**config.mk**
```make
export PLATFORM = sky130hd
export DESIGN_NAME = idex_pipe_reg
export DESIGN_NICKNAME = d
export VERILOG_FILES = /design/src/rtl/idex_pipe_reg.sv
export SDC_FILE = /design/constraint.sdc
export NUM_CORES = 1
export LEC_CHECK = 0
export BUFFER_PORTS_ARGS = -buffer_cell sky130_fd_sc_hd__buf_2
export CORE_ASPECT_RATIO = 1.25
export CORE_MARGIN = 1
export CORE_UTILIZATION = 46
export CTS_CLUSTER_SIZE = 24
export DETAILED_ROUTE_END_ITERATION = 10
export PLACE_DENSITY_LB_ADDON = 0.05
export SLEW_MARGIN = 5
export SYNTH_ARGS = -nofsm -noshare
export SYNTH_HDL_FRONTEND = slang
export SYNTH_SLANG_ARGS = --single-unit
```
**constraint.sdc**
```tcl
create_clock -name clock -period 2.4 [get_ports clock]
set_clock_uncertainty 0.1 [all_clocks]
set_input_delay 0.36 -clock clock [delete_from_list [all_inputs] [get_ports clock]]
set_output_delay 0.36 -clock clock [all_outputs]
set_load 0.05 [all_outputs]
```
**src/rtl/idex_pipe_reg.sv**
```systemverilog
// ID/EX pipeline register: carries decode results to execute, with stall/flush,
// load-use hazard detection with automatic bubble insertion and a saturating bubble counter.
module idex_pipe_reg #(
  parameter int DATA_WIDTH     = 16,
  parameter int REG_ADDR_WIDTH = 3,
  parameter int CTRL_WIDTH     = 9,
  parameter int COUNT_WIDTH    = 8
) (
  input  logic                      clock,
  input  logic                      reset_n,
  input  logic [CTRL_WIDTH-1:0]     ctrl_in,
  input  logic                      valid_in,
  input  logic [DATA_WIDTH-1:0]     pc4_in,
  input  logic [DATA_WIDTH-1:0]     rs_data_in,
  input  logic [DATA_WIDTH-1:0]     rt_data_in,
  input  logic [DATA_WIDTH-1:0]     imm_in,
  input  logic [REG_ADDR_WIDTH-1:0] rs_in,
  input  logic [REG_ADDR_WIDTH-1:0] rt_in,
  input  logic [REG_ADDR_WIDTH-1:0] rd_in,
  input  logic                      uses_rt_in,
  input  logic                      stall,
  input  logic                      flush,
  output logic [CTRL_WIDTH-1:0]     ctrl_out,
  output logic                      valid_out,
  output logic [DATA_WIDTH-1:0]     pc4_out,
  output logic [DATA_WIDTH-1:0]     rs_data_out,
  output logic [DATA_WIDTH-1:0]     rt_data_out,
  output logic [DATA_WIDTH-1:0]     imm_out,
  output logic [REG_ADDR_WIDTH-1:0] rs_out,
  output logic [REG_ADDR_WIDTH-1:0] rt_out,
  output logic [REG_ADDR_WIDTH-1:0] rd_out,
  output logic [REG_ADDR_WIDTH-1:0] dest_out,
  output logic                      hazard_stall,
  output logic [COUNT_WIDTH-1:0]    bubble_count
);

  localparam int RegDstBit  = 0;
  localparam int MemReadBit = 2;

  typedef enum logic [1:0] {
    actLoad,
    actHold,
    actFlush,
    actBubble
  } edgeAction_t;

  edgeAction_t edgeAction;
  logic        rsMatch;
  logic        rtMatch;
  logic        countFull;

  // EX holds a load whose target is a source of the decode instruction.
  assign rsMatch      = (rt_out == rs_in);
  assign rtMatch      = uses_rt_in && (rt_out == rt_in);
  assign hazard_stall = valid_out && ctrl_out[MemReadBit] && valid_in && (rsMatch || rtMatch);
  assign countFull    = &bubble_count;

  // NOTE: every signal assigned in always_comb gets a default first, so no latch is inferred.
  always_comb begin
    edgeAction = actLoad;
    if (flush) begin
      edgeAction = actFlush;
    end else if (stall) begin
      edgeAction = actHold;
    end else if (hazard_stall) begin
      edgeAction = actBubble;
    end
  end

  // NOTE: registered state uses non-blocking assignments so all fields update together on the edge.
  always_ff @(negedge clock or negedge reset_n) begin
    if (!reset_n) begin
      ctrl_out     <= '0;
      valid_out    <= 1'b0;
      pc4_out      <= '0;
      rs_data_out  <= '0;
      rt_data_out  <= '0;
      imm_out      <= '0;
      rs_out       <= '0;
      rt_out       <= '0;
      rd_out       <= '0;
      dest_out     <= '0;
      bubble_count <= '0;
    end else if (edgeAction != actHold) begin
      // Bubbles still load the payload fields so their contents stay deterministic.
      pc4_out     <= pc4_in;
      rs_data_out <= rs_data_in;
      rt_data_out <= rt_data_in;
      imm_out     <= imm_in;
      rs_out      <= rs_in;
      rt_out      <= rt_in;
      rd_out      <= rd_in;
      dest_out    <= ctrl_in[RegDstBit] ? rd_in : rt_in;
      if (edgeAction == actLoad) begin
        valid_out <= valid_in;
        ctrl_out  <= valid_in ? ctrl_in : '0;
      end else begin
        valid_out <= 1'b0;
        ctrl_out  <= '0;
      end
      if (edgeAction == actBubble && !countFull) begin
        bubble_count <= bubble_count + 1'b1;
      end
    end
  end

endmodule

```
==> Word-level counts from Yosys, hierarchy flattened <==
Cells that the tools add are included.
{ "classes": {"addsub": 1, "mul": 0, "div": 0, "order_cmp": 0, "eq_ne": 4, "n_shift": 0, "n_mux": 7, "bitwise": 0, "reduce_logical": 10} }
{ "ops": {"columns": ["cell", "n"], "rows": [
  ["9-bit 2-to-1 mux", 2],
  ["8-bit by 1-bit adder with 8-bit output, second input constant", 1],
  ["8-bit AND reduction", 1],
  ["3-bit equality test", 2],
  ["2-bit 2-to-1 mux", 3],
  ["1-bit logical AND", 5],
  ["3-bit 2-to-1 mux", 1],
  ["2-bit equality test, second input constant", 1],
  ["2-bit logical NOT", 1],
  ["2-bit by 1-bit inequality test with 1-bit output, second input constant", 1],
  ["2-bit AND reduction", 1],
  ["1-bit logical NOT", 1],
  ["1-bit logical OR", 1],
  ["1-bit 2-to-1 mux", 1]
]} }
{ "totals": {"register_bits": 94, "latch_bits": 0, "mem_bits_rw": 0, "mem_bits_ro": 0, "out_inout_bits": 95, "n_memories": 0} }

==> Depth between registers and ports, before layout <==
Gate-level depths: netlist (run 1).
{ "logic_depth": {"word_depth": 10, "mapped_depth": 6, "mapped_depth_nobuf": 5} }

==> summary.md, run 1 <==
| Metric | Value |
|---|---|
| CTS tree | `yes` |
| Gr usage total | `24.2%` |
| Post-DRT Antenna Nets | `0` |
| Critical Path End Type | `primary output` |
| CP delay by family, top | `flip-flops` |
| Status | `complete, but fails checks` |
| MaxCap Viol Count | `0` |
| Max IR drop VDD | `515 µV` |
| Router iterations before antenna repair | `4` |
| Antenna Cells | `0` |
| Startpoint types | `flop` |
| Netlist cell types | `28` |
| Total power | `between 0.004 and 0.005 W` |
| Worst R2R Setup Slack | `about 500 ps` |
| Vias in the first global route | `between 3000 and 4000` |
| Core Util, Final | `between 80% and 90%` |
| Pre-CTS setup slack | `-651 ps` |
| Number of vias per cell | `4.79` |
| Overflow after GRT | `0` |
| Synth warnings | `0` |
| Initial antenna violation count | `0` |
| Initial drt markers | `roughly 160` |
| Clk_lat worst skew | `around 340 ps` |
| Placed Area | `~5100 µm²` |
| Setup ws final | `-849 ps` |
| Layout cell share with drive strength beyond 1 | `between 40% and 50%` |
| FP Rows | `36` |
| Number of I/O port buffers | `182` |
| CP Data Required Time | `approximately 1900 ps` |
| Power per cell area | `~640 nW/µm²` |
| Vias | `roughly 3500` |
| Top Ports | `183` |
| Area taken by multi-input logic gates | `about 1400 µm²` |
| Hold Path End | `rt_data_out[6]$_DFFE_NN0P_` |
| Largest net degree at the start of global routing | `63` |
| Global-route wire length before repair | `roughly 15000 µm` |
| Fill cells | `approximately 510` |
| Area Growth Syn to Fin | `67.9%` |
| Register area share after synthesis | `~63%` |
| TritonCTS buffer count | `9` |
| Die span in y | `between 100 and 150 µm` |
| Worst-Margin Slew | `approximately 440 ps` |
| CORE AREA | `slightly below 8000 µm²` |
| Hold Crit Start | `rt_data_out[6]$_DFFE_NN0P_` |
| Failing checks | `negative setup slack` |
| Hpwl dp | `about 6400 µm` |
| RSZ-0062 raised after global routing | `yes` |
| Reg-to-Reg End | `bubble_count[6]$_DFFE_NN0P_` |
| CP arrival | `between 2000 and 3000 ps` |
| CP cell instances | `xor2_1 -> nor4_4 -> o21a_4 -> buf_8` |
| Hold_buf cts | `0` |
| Slew HR | `around 70%` |
| Post-synthesis cell area | `~3700 µm²` |
| Syn_nets | `about 480` |
| Htree depth | `3` |
| Slowest CP cell | `dfrtn_1` |
| Die ar. | `between 8000 and 9000 µm²` |
| Final Setup Violations | `between 100 and 150` |
| Final Cell Area | `~6300 µm²` |
| Max clock buf depth | `2` |
| Hold Slack | `about 340 ps` |
| Worst min-delay path category | `flop to flop` |
| Initial Util | `between 40 and 50%` |
| Clk pin slew, worst setup/hold paths | `around 60 ps` |
| Final WL | `10500 µm` |
| Worst r2r src | `bubble_count[1]$_DFFE_NN0P_` |
| Hold path depth | `2` |
| Placer Congestion | `just under 0.8` |
| Register Area | `about 2400 µm²` |
| Final Max Slew Viols | `0` |
| Die width | `around 83 µm` |
| Nets | `720` |
| Crit Path Max Fanout | `3` |
| Clock Sinks | `94` |
| CP peak stage delay | `~490 ps` |
| FF-to-FF path depth | `7` |
| Synth Instances | `~390` |
| Worst path bufs/invs | `1` |
| Routed WL per cell | `14.3 µm` |
| # DRC | `0` |
| Lkg Pwr | `between 3 and 4 nW` |
| Mean post-synth cell area | `a little under 10 µm²` |
| Synth Register Bits | `94` |
| Clock Tree Root | `clkbuf_8` |
| Crit Path Category | `flop to primary output` |
| Final hold vios | `0` |
-- how the worst max path moves through the flow --
| stage | startpoint | endpoint | slack [ps] | depth (start not counted) |
|---|---|---|---|---|
| final | rt_out[1]$_DFFE_NN0P_ | hazard_stall | -850 | 4 |
| after global routing | rt_out[1]$_DFFE_NN0P_ | hazard_stall | -930 | 4 |
| after CTS | rt_out[2]$_DFFE_NN0P_ | hazard_stall | -830 | 4 |
| after detailed placement | rt_in[1] | bubble_count[1]$_DFFE_NN0P_ | -650 | 6 |
| after global placement | rt_out[1]$_DFFE_NN0P_ | hazard_stall | -610 | 4 |
| after floorplan | rt_out[1]$_DFFE_NN0P_ | hazard_stall | -1010 | 3 |
-- flip-flops by register name, indices dropped and copies added, names as in the netlist, 3 cells and up --
name,cells
bubble_count,8
dest_out,3
rs_data_out,16
rd_out,3
rs_out,3
rt_out,3
rt_data_out,16
ctrl_out,9
imm_out,16
pc4_out,16
-- power by group --
part	switching, W	total [W]	internal (W)
clock network	0.000553	0.00109	0.000539
registers	0.0000879	0.00180	0.00172
logic	0.000682	0.00112	0.000435
-- layout by cell type (no fill, tap or decap) --
cell type and n:
a21o_1 1, o2111ai_4 1, nor2b_4 1, nand2_1 224, ha_1 1, xor2_1 3
o2111ai_2 1, nand3_1 1, clkinvlp_4 1, dfrtn_1 94, mux2_4 1, a2111oi_0 1
o21ai_1 1, xor2_2 2, inv_6 1, a41oi_2 1, and3_1 2, nor3_4 1
o21ai_0 3, xnor2_1 7, buf_8 6, buf_4 48, o21ai_2 1, buf_2 85
nor4_4 2, or3b_1 1, clkinv_2 2, and4_1 1, o21a_4 1, mux2i_1 3
a22o_1 9, and2_1 1, nand3_2 1, clkbuf_8 11, buf_6 100, bufinv_16 1
buf_12 10, nand2b_2 1, o211ai_1 3, xor2_4 1
-- routing by layer --
layer / global-route usage [%] / part of all wire [%] / up-vias
li1: - / - / 1698
met1: 29.4 / 40 / 1642
met2: 39.4 / 50 / 139
met3: 8.23 / 8.1 / 24
met4: 9.55 / 2.7 / 0
met5: 0 / 0 / -
-- final cells by class --
cell class                 instances  share of cell area [%]
multi-input combinational        277                    22.3
tap                               95                    1.89
clock inverter                     5                   0.897
timing repair buffer             249                    35.1
sequential                        94                    37.5
clock buffer                      11                    2.41
-- logic make-up after synthesis --
logic type / count (synthesis) / synth area share [%]
xor+xnor: 13 / 3.05
buf+inv: 18 / 1.84
simple gates: 236 / 25.6
flops: 94 / 62.9
compound gates: 23 / 5.02
mux: 4 / 1.20
fa+ha+maj: 1 / 0.335
-- metrics by stage --
| stage | instances | TNS [ps] |
|---|---|---|
| CTS | 718 | -25670 |
| global route | 731 | -29540 |
| global placement | 686 | -27030 |
| floorplan | 389 | -9780 |
| finish | 731 | -25020 |
| detailed placement | 686 | -28240 |
-- synthesized netlist by cell type, drive strengths merged --
cell type    n  area share, %
a2111oi      1           0.23
a21o         1           0.20
a22o         9            2.1
a41oi        1           0.44
and2         1           0.17
and3         2           0.33
and4         1           0.23
buf          3           0.33
clkbuf      15            1.5
dfrtn       94             63
ha           1           0.33
mux2         1           0.40
mux2i        3           0.80
nand2      224             22
nand2b       1           0.17
nand3        2           0.27
nor2b        1           0.17
nor3         1           0.44
nor4         2            1.1
o2111ai      2           0.47
o211ai       3           0.60
o21a         1           0.20
o21ai        5           0.77
or3b         1           0.23
xnor2        7            1.6
xor2         6            1.4
-- repair_timing --
item                                    in CTS  in global routing
resized for setup                          202                 14
buffers inserted                            18                 14
pin swaps                                    4                  9
endpoints found under the setup margin     113                113
-- worst reg2reg max path, stage by stage (launching register included) --
cell       delay [ps]
dfrtn_1           440
buf_4             110
buf_4             110
ha_1              230
nand2_1            90
a2111oi_0         370
o21ai_1           140
xnor2_1           150
No activity file was read; power rests on OpenSTA's default activity.
==> run 2, diff against run 1 <==
Settings changed: CORE_MARGIN 1 to 3, CORE_UTILIZATION 46 to 45.
==> summary.md, run 2 (synthesized netlist as in run 1, its figures left out) <==
| Metric | Value |
|---|---|
| Status | `complete, but fails checks` |
| Failing checks | `negative setup slack` |
| Area Growth Syn to Fin | `69.1%` |
| Initial drt markers | `148` |
| Clk pin slew, worst setup/hold paths | `60 ps` |
| CTS tree | `yes` |
| Critical Path End Type | `primary output` |
| Routed wl met2 | `5770 µm` |
| Core Util, Final | `79.8%` |
| RSZ-0062 raised after global routing | `yes` |
| Crit Path Max Fanout | `2` |
| Die ar. | `about 9400 µm²` |
| Fin cells | `742` |
| Clock Sinks | `between 90 and 100` |
| Worst min-delay path category | `flop to flop` |
| WL met3 | `787 µm` |
| Crit Path Category | `flop to primary output` |
| Setup tns final | `-24700 ps` |
| Clk_lat worst skew | `roughly 340 ps` |
| Overflow after GRT | `0` |
| Gr usage total | `23.4%` |
| Max clock buf depth | `2` |
| CORE AREA | `slightly below 8000 µm²` |
| CP arrival | `roughly 2800 ps` |
| Die width | `just under 90 µm` |
| Largest net degree at the start of global routing | `39` |
| Final Setup Violations | `about 110` |
| Most frequent cells in the layout | `nand2_1 (224), buf_6 (96), dfrtn_1 (94), buf_2 (85), buf_4 (63)` |
| Final Max Slew Viols | `0` |
| Post-DRT Antenna Nets | `0` |
| Number of I/O port buffers | `between 150 and 200` |
| Placed Cells | `between 600 and 700` |
| Layout cell share with drive strength beyond 1 | `44.7%` |
| Top sig layer | `met4` |
| Router iterations before antenna repair | `4` |
| Vias in the first global route | `3653` |
| Nets | `around 730` |
| CP Data Required Time | `~1900 ps` |
| Antenna Cells | `0` |
| Slew HR | `roughly 73%` |
| Hold Slack | `around 330 ps` |
| Initial Util | `between 40% and 50%` |
| Fill cells | `around 510` |
| Number of vias per cell | `between 4 and 5` |
| Placer Congestion | `0.749` |
| TritonCTS buffer count | `9` |
| Lkg Pwr | `about 3.5 nW` |
| # DRC | `0` |
| CP cell instances | `buf_6 -> xor2_1 -> buf_4 -> nor4_4 -> o21a_4 -> buf_8` |
| Hold_buf cts | `0` |
| Global-route wire length before repair | `17300 µm` |
| CP peak stage delay | `370 ps` |
| Worst-Margin Slew | `around 400 ps` |
| Initial antenna violation count | `0` |
| Power per cell area | `636 nW/µm²` |
| Final hold vios | `0` |
| Htree depth | `3` |
| FP Rows | `36` |
| MaxCap Viol Count | `0` |
| Die span in y | `roughly 110 µm` |
| Hpwl dp | `about 7300 µm` |
| Startpoint types | `flop` |
| Final WL | `approximately 11000 µm` |
| Post-route met1 wirelength | `between 4000 and 5000 µm` |
| Setup ws final | `-857 ps` |
| Clock Tree Root | `clkbuf_8` |
| Slowest CP cell | `dfrtn_1` |
| Commonest non-fill, non-tap cell in the layout | `nand2_1` |
| Top Ports | `about 180` |
| Max IR drop VDD | `about 470 µV` |
| Routed WL per cell | `roughly 15 µm` |
| Vias | `approximately 3500` |
## run 2: cell count changes in the layout (fill, tap and decap cells not counted)
cell       delta
xor2_1        +3
buf_6         -4
xor2_2        -2
buf_12        +1
inv_6         -1
or3b_4        +1
o2111ai_4     -1
clkbuf_8      +1
buf_4        +15
clkinv_2      -1
or3b_1        -1
xor2_4        -1
o2111ai_2     +1
## run 2: final timing paths
check	cells past startpoint	slack [ps]	from	to
max	6	-860	rt_out[2]$_DFFE_NN0P_	hazard_stall
min	2	330	rs_data_out[2]$_DFFE_NN0P_	rs_data_out[2]$_DFFE_NN0P_
min in group asynchronous	1	880	reset_n	bubble_count[5]$_DFFE_NN0P_
max in group asynchronous	2	840	reset_n	rt_data_out[14]$_DFFE_NN0P_
max reg2reg	8	420	bubble_count[6]$_DFFE_NN0P_	bubble_count[5]$_DFFE_NN0P_
min reg2reg	2	330	rs_data_out[2]$_DFFE_NN0P_	rs_data_out[2]$_DFFE_NN0P_
## run 2: critical path, delay by kind of cell, from the launching register on
family / cells / cell delay, ps
flops: 1 / 370
buf+inv: 3 / 410
compound gates: 1 / 170
xor+xnor: 1 / 150
simple gates: 1 / 170
## run 2: per-layer routing
metal	up-vias	global-route usage, %
li1	1730	-
met1	1664	28.0
met2	134	40.3
met3	16	5.59
met4	0	8.99
met5	-	0
## run 2: report_power, final
part | switching, W | leakage [nW] | internal, W | total [W]
Clock | 0.000525 | 0.104 | 0.000560 | 0.00108
Combinational | 0.000683 | 2.19 | 0.000446 | 0.00113
Sequential | 0.0000896 | 1.16 | 0.00172 | 0.00181
## run 2: stage by stage
stage	total power (W)	instance area, µm²	setup slack, ps
after floorplan	0.00238	3790	-1010
after global placement	0.00271	5180	-660
after detailed placement	0.00273	5180	-674
after CTS	0.00401	6150	-877
after global routing	0.00419	6320	-931
final	0.00402	6320	-857
## run 2: cell type report
| class | instances | area [µm²] | area share, % |
|---|---|---|---|
| clock buffers | 12 | 165 | 2.61 |
| repair buffers | 261 | 2290 | 36.2 |
| multi-input cells | 277 | 1360 | 21.4 |
| well taps | 95 | 119 | 1.88 |
| clock inverters | 3 | 42.5 | 0.673 |
| flip-flops and latches | 94 | 2350 | 37.2 |
## run 2: what timing repair did
item / in CTS / in global routing
resized for setup: 206 / 2
pin swaps: 5 / 0
hold endpoints to repair: 0 / 0
setup endpoints to repair: 113 / 113
setup buffers: 17 / 23
==> run 3, diff against run 2 <==
Settings changed: ABC_AREA set to 1, CTS_BUF_LIST set to sky130_fd_sc_hd__clkbuf_8.
==> summary.md, run 3 <==
| Metric | Value |
|---|---|
| Status | `complete, but fails checks` |
| Failing checks | `negative setup slack` |
| Mean post-synth cell area | `between 8 and 9 µm²` |
| Htree depth | `3` |
| Router iterations before antenna repair | `4` |
| Clock Sinks | `94` |
| Register area share after synthesis | `approximately three fifths` |
| Worst min-delay path category | `flop to flop` |
| Die ar. | `~9800 µm²` |
| FP Rows | `37` |
| Total power | `0.00408 W` |
| Final hold vios | `0` |
| Commonest non-fill, non-tap cell in the layout | `nand2_1` |
| Hold_buf cts | `0` |
| Final WL | `around 11000 µm` |
| Synth warnings | `0` |
| Fill cells | `580` |
| Routed WL per cell | `about 14 µm` |
| Fin cells | `about 800` |
| Layout cell share with drive strength beyond 1 | `between 40 and 50%` |
| Synth Register Bits | `94` |
| Initial Util | `between 40 and 50%` |
| Crit Path Category | `flop to primary output` |
| Startpoint types | `flop` |
| Ranking of synthesized cells by area | `dfrtn_1 (60%), nand2_1 (26%), nand3_1 (1.5%), inv_1 (1.4%), nand4_1 (1.3%)` |
| CP cell instances | `buf_6 -> xnor2_2 -> nand3_2 -> nand2_4 -> nand2_4 -> inv_8 -> buf_12` |
| Vias | `slightly below 4000` |
| TritonCTS buffer count | `9` |
| CP arrival | `around 2700 ps` |
| Worst-Margin Slew | `between 400 and 500 ps` |
| Nets | `slightly above 800` |
| Crit Path Max Fanout | `4` |
| Area share of the largest cell type after synthesis | `roughly 60%` |
| Most common cell on crit path | `nand2_4` |
| Most frequent cells in the layout | `nand2_1 (272), buf_6 (98), dfrtn_1 (94), buf_2 (83), buf_4 (75)` |
| Commonest cells post-synth | `nand2_1 (274), dfrtn_1 (94), inv_1 (15), nand3_1 (12)` |
| FFs w/ async S/R, synth | `100%` |
| Hpwl dp | `roughly 7300 µm` |
| Antenna Cells | `0` |
| Final Max Slew Viols | `0` |
| Synth Instances | `460` |
| Top Ports | `~180` |
| Placed Cells | `755` |
| Power per cell area | `roughly 630 nW/µm²` |
| Clk_lat worst skew | `between 300 and 400 ps` |
| Netlist cell types | `24` |
| Overflow after GRT | `0` |
| Worst path bufs/invs | `3` |
| Slew HR | `roughly 72%` |
| Max IR drop VDD | `between 400 and 500 µV` |
| Initial antenna violation count | `0` |
| # DRC | `0` |
| Area Growth Syn to Fin | `66.6%` |
| Global-route wire length before repair | `roughly 17000 µm` |
| Ys flop type | `dfrtn_1` |
| Post-DRT Antenna Nets | `0` |
| Area fraction in compound gates after synthesis | `2.47%` |
| Final Setup Violations | `around 110` |
| Post-synthesis cell area | `approximately 3900 µm²` |
| Initial drt markers | `approximately 140` |
| Syn_nets | `549` |
| Setup ws final | `-729 ps` |
| Synth Area in XOR/XNOR | `0.897%` |
| Clock Tree Root | `clkbuf_8` |
| CP delay by family, top | `flip-flops` |
| Setup tns final | `-20900 ps` |
| CORE AREA | `roughly 8300 µm²` |
| Placed Area | `5200 µm²` |
| Critical Path End Type | `primary output` |
| Final Cell Area | `between 6000 and 7000 µm²` |
| MaxCap Viol Count | `0` |
| EDFF count, synth | `0` |
| Max clock buf depth | `2` |
| Gr usage total | `22.2%` |
| Post-synthesis simple-gate area fraction | `a little under a third` |
| Lkg Pwr | `3.65 nW` |
| Clk pin slew, worst setup/hold paths | `about 60 ps` |
| CP peak stage delay | `between 400 and 500 ps` |
| Largest net degree at the start of global routing | `55` |
| CP Data Required Time | `slightly below 2000 ps` |
| Area taken by multi-input logic gates | `around 1400 µm²` |
| Adder-Cell Fraction of Synth Area | `less than 1%` |
| Vias in the first global route | `3810` |
| Number of vias per cell | `between 4 and 5` |
| Multiplexer area fraction after synthesis | `0%` |
| Number of I/O port buffers | `about 180` |
| CTS tree | `yes` |
| Most frequent cell after synthesis | `nand2_1` |
| Die span in y | `~110 µm` |
| Die width | `89.3 µm` |
| Slowest CP cell | `dfrtn_1` |
| Largest area contributor in the netlist | `dfrtn_1` |
| RSZ-0062 raised after global routing | `yes` |
| Register Area | `around 2400 µm²` |
| Largest family of logic cells by synthesized area | `simple AND/OR/NAND/NOR gates` |
| Placer Congestion | `0.773` |
run 3: area by class of cell:
type	count	area share, %
clock buffer	10	2.12
timing repair buffer	267	35.0
clock inverter	5	1.17
inverter	18	1.39
tap	97	1.87
multi-input combinational	330	22.3
sequential	94	36.2
run 3: stage by stage:
step / hold slack, ps / utilization, % / setup slack [ps]
floorplan: 618 / - / -742
global placement: 317 / 62.4 / -532
detailed placement: 320 / 62.4 / -549
CTS: 351 / 74.6 / -741
global route: 368 / 78.0 / -796
finish: 346 / 78.0 / -729
run 3: worst paths after layout:
path                                        startpoint                          end  slack (ps)  cells after the start
setup / recovery                 rt_out[1]$_DFFE_NN0P_                 hazard_stall        -730                      7
hold / removal                 imm_out[11]$_DFFE_NN0P_      imm_out[11]$_DFFE_NN0P_         350                      2
setup reg to reg           bubble_count[0]$_DFFE_NN0P_  bubble_count[7]$_DFFE_NN0P_         620                      8
hold reg to reg                imm_out[11]$_DFFE_NN0P_      imm_out[11]$_DFFE_NN0P_         350                      2
max in group asynchronous                      reset_n        rt_out[1]$_DFFE_NN0P_         900                      2
min in group asynchronous                      reset_n   rt_data_out[8]$_DFFE_NN0P_         990                      2
run 3: power breakdown:
group	switching (W)	internal, W	leakage [nW]
Clock	0.000526	0.000605	0.115
Sequential	0.0000886	0.00172	1.15
Combinational	0.000696	0.000452	2.38
run 3: worst reg2reg max path, cell delays in order (launching register included):
cell     delay (ps)
dfrtn_1         440
buf_4           150
ha_1            180
nand2_1         130
nor2_1          200
a21oi_4         100
buf_4           170
nand4_1          90
nand2_1          70
run 3: cells by family after synthesis:
kind of cell | Yosys count
DFF | 94
AOI/OAI and AO/OA | 14
adders and majority gates | 1
and+or+nand+nor | 311
buffers and inverters | 36
xor gates and xnor gates | 4
run 3: repair_timing:
action | CTS | global route
pin swaps | 1 | 8
setup buffers | 24 | 28
gates resized for setup | 198 | 21
gates cloned | 0 | 1
endpoints found under the setup margin | 106 | 113
run 3: layer usage:
metal | global-route usage, % | routed length [µm] | up-vias | share of wire (%)
met1 | 25.7 | 4440 | 1803 | 39
met5 | 0 | 0 | - | 0
li1 | - | - | 1928 | -
met3 | 5.43 | 716 | 22 | 6.4
met2 | 38.9 | 5780 | 126 | 51
met4 | 8.72 | 308 | 0 | 2.7
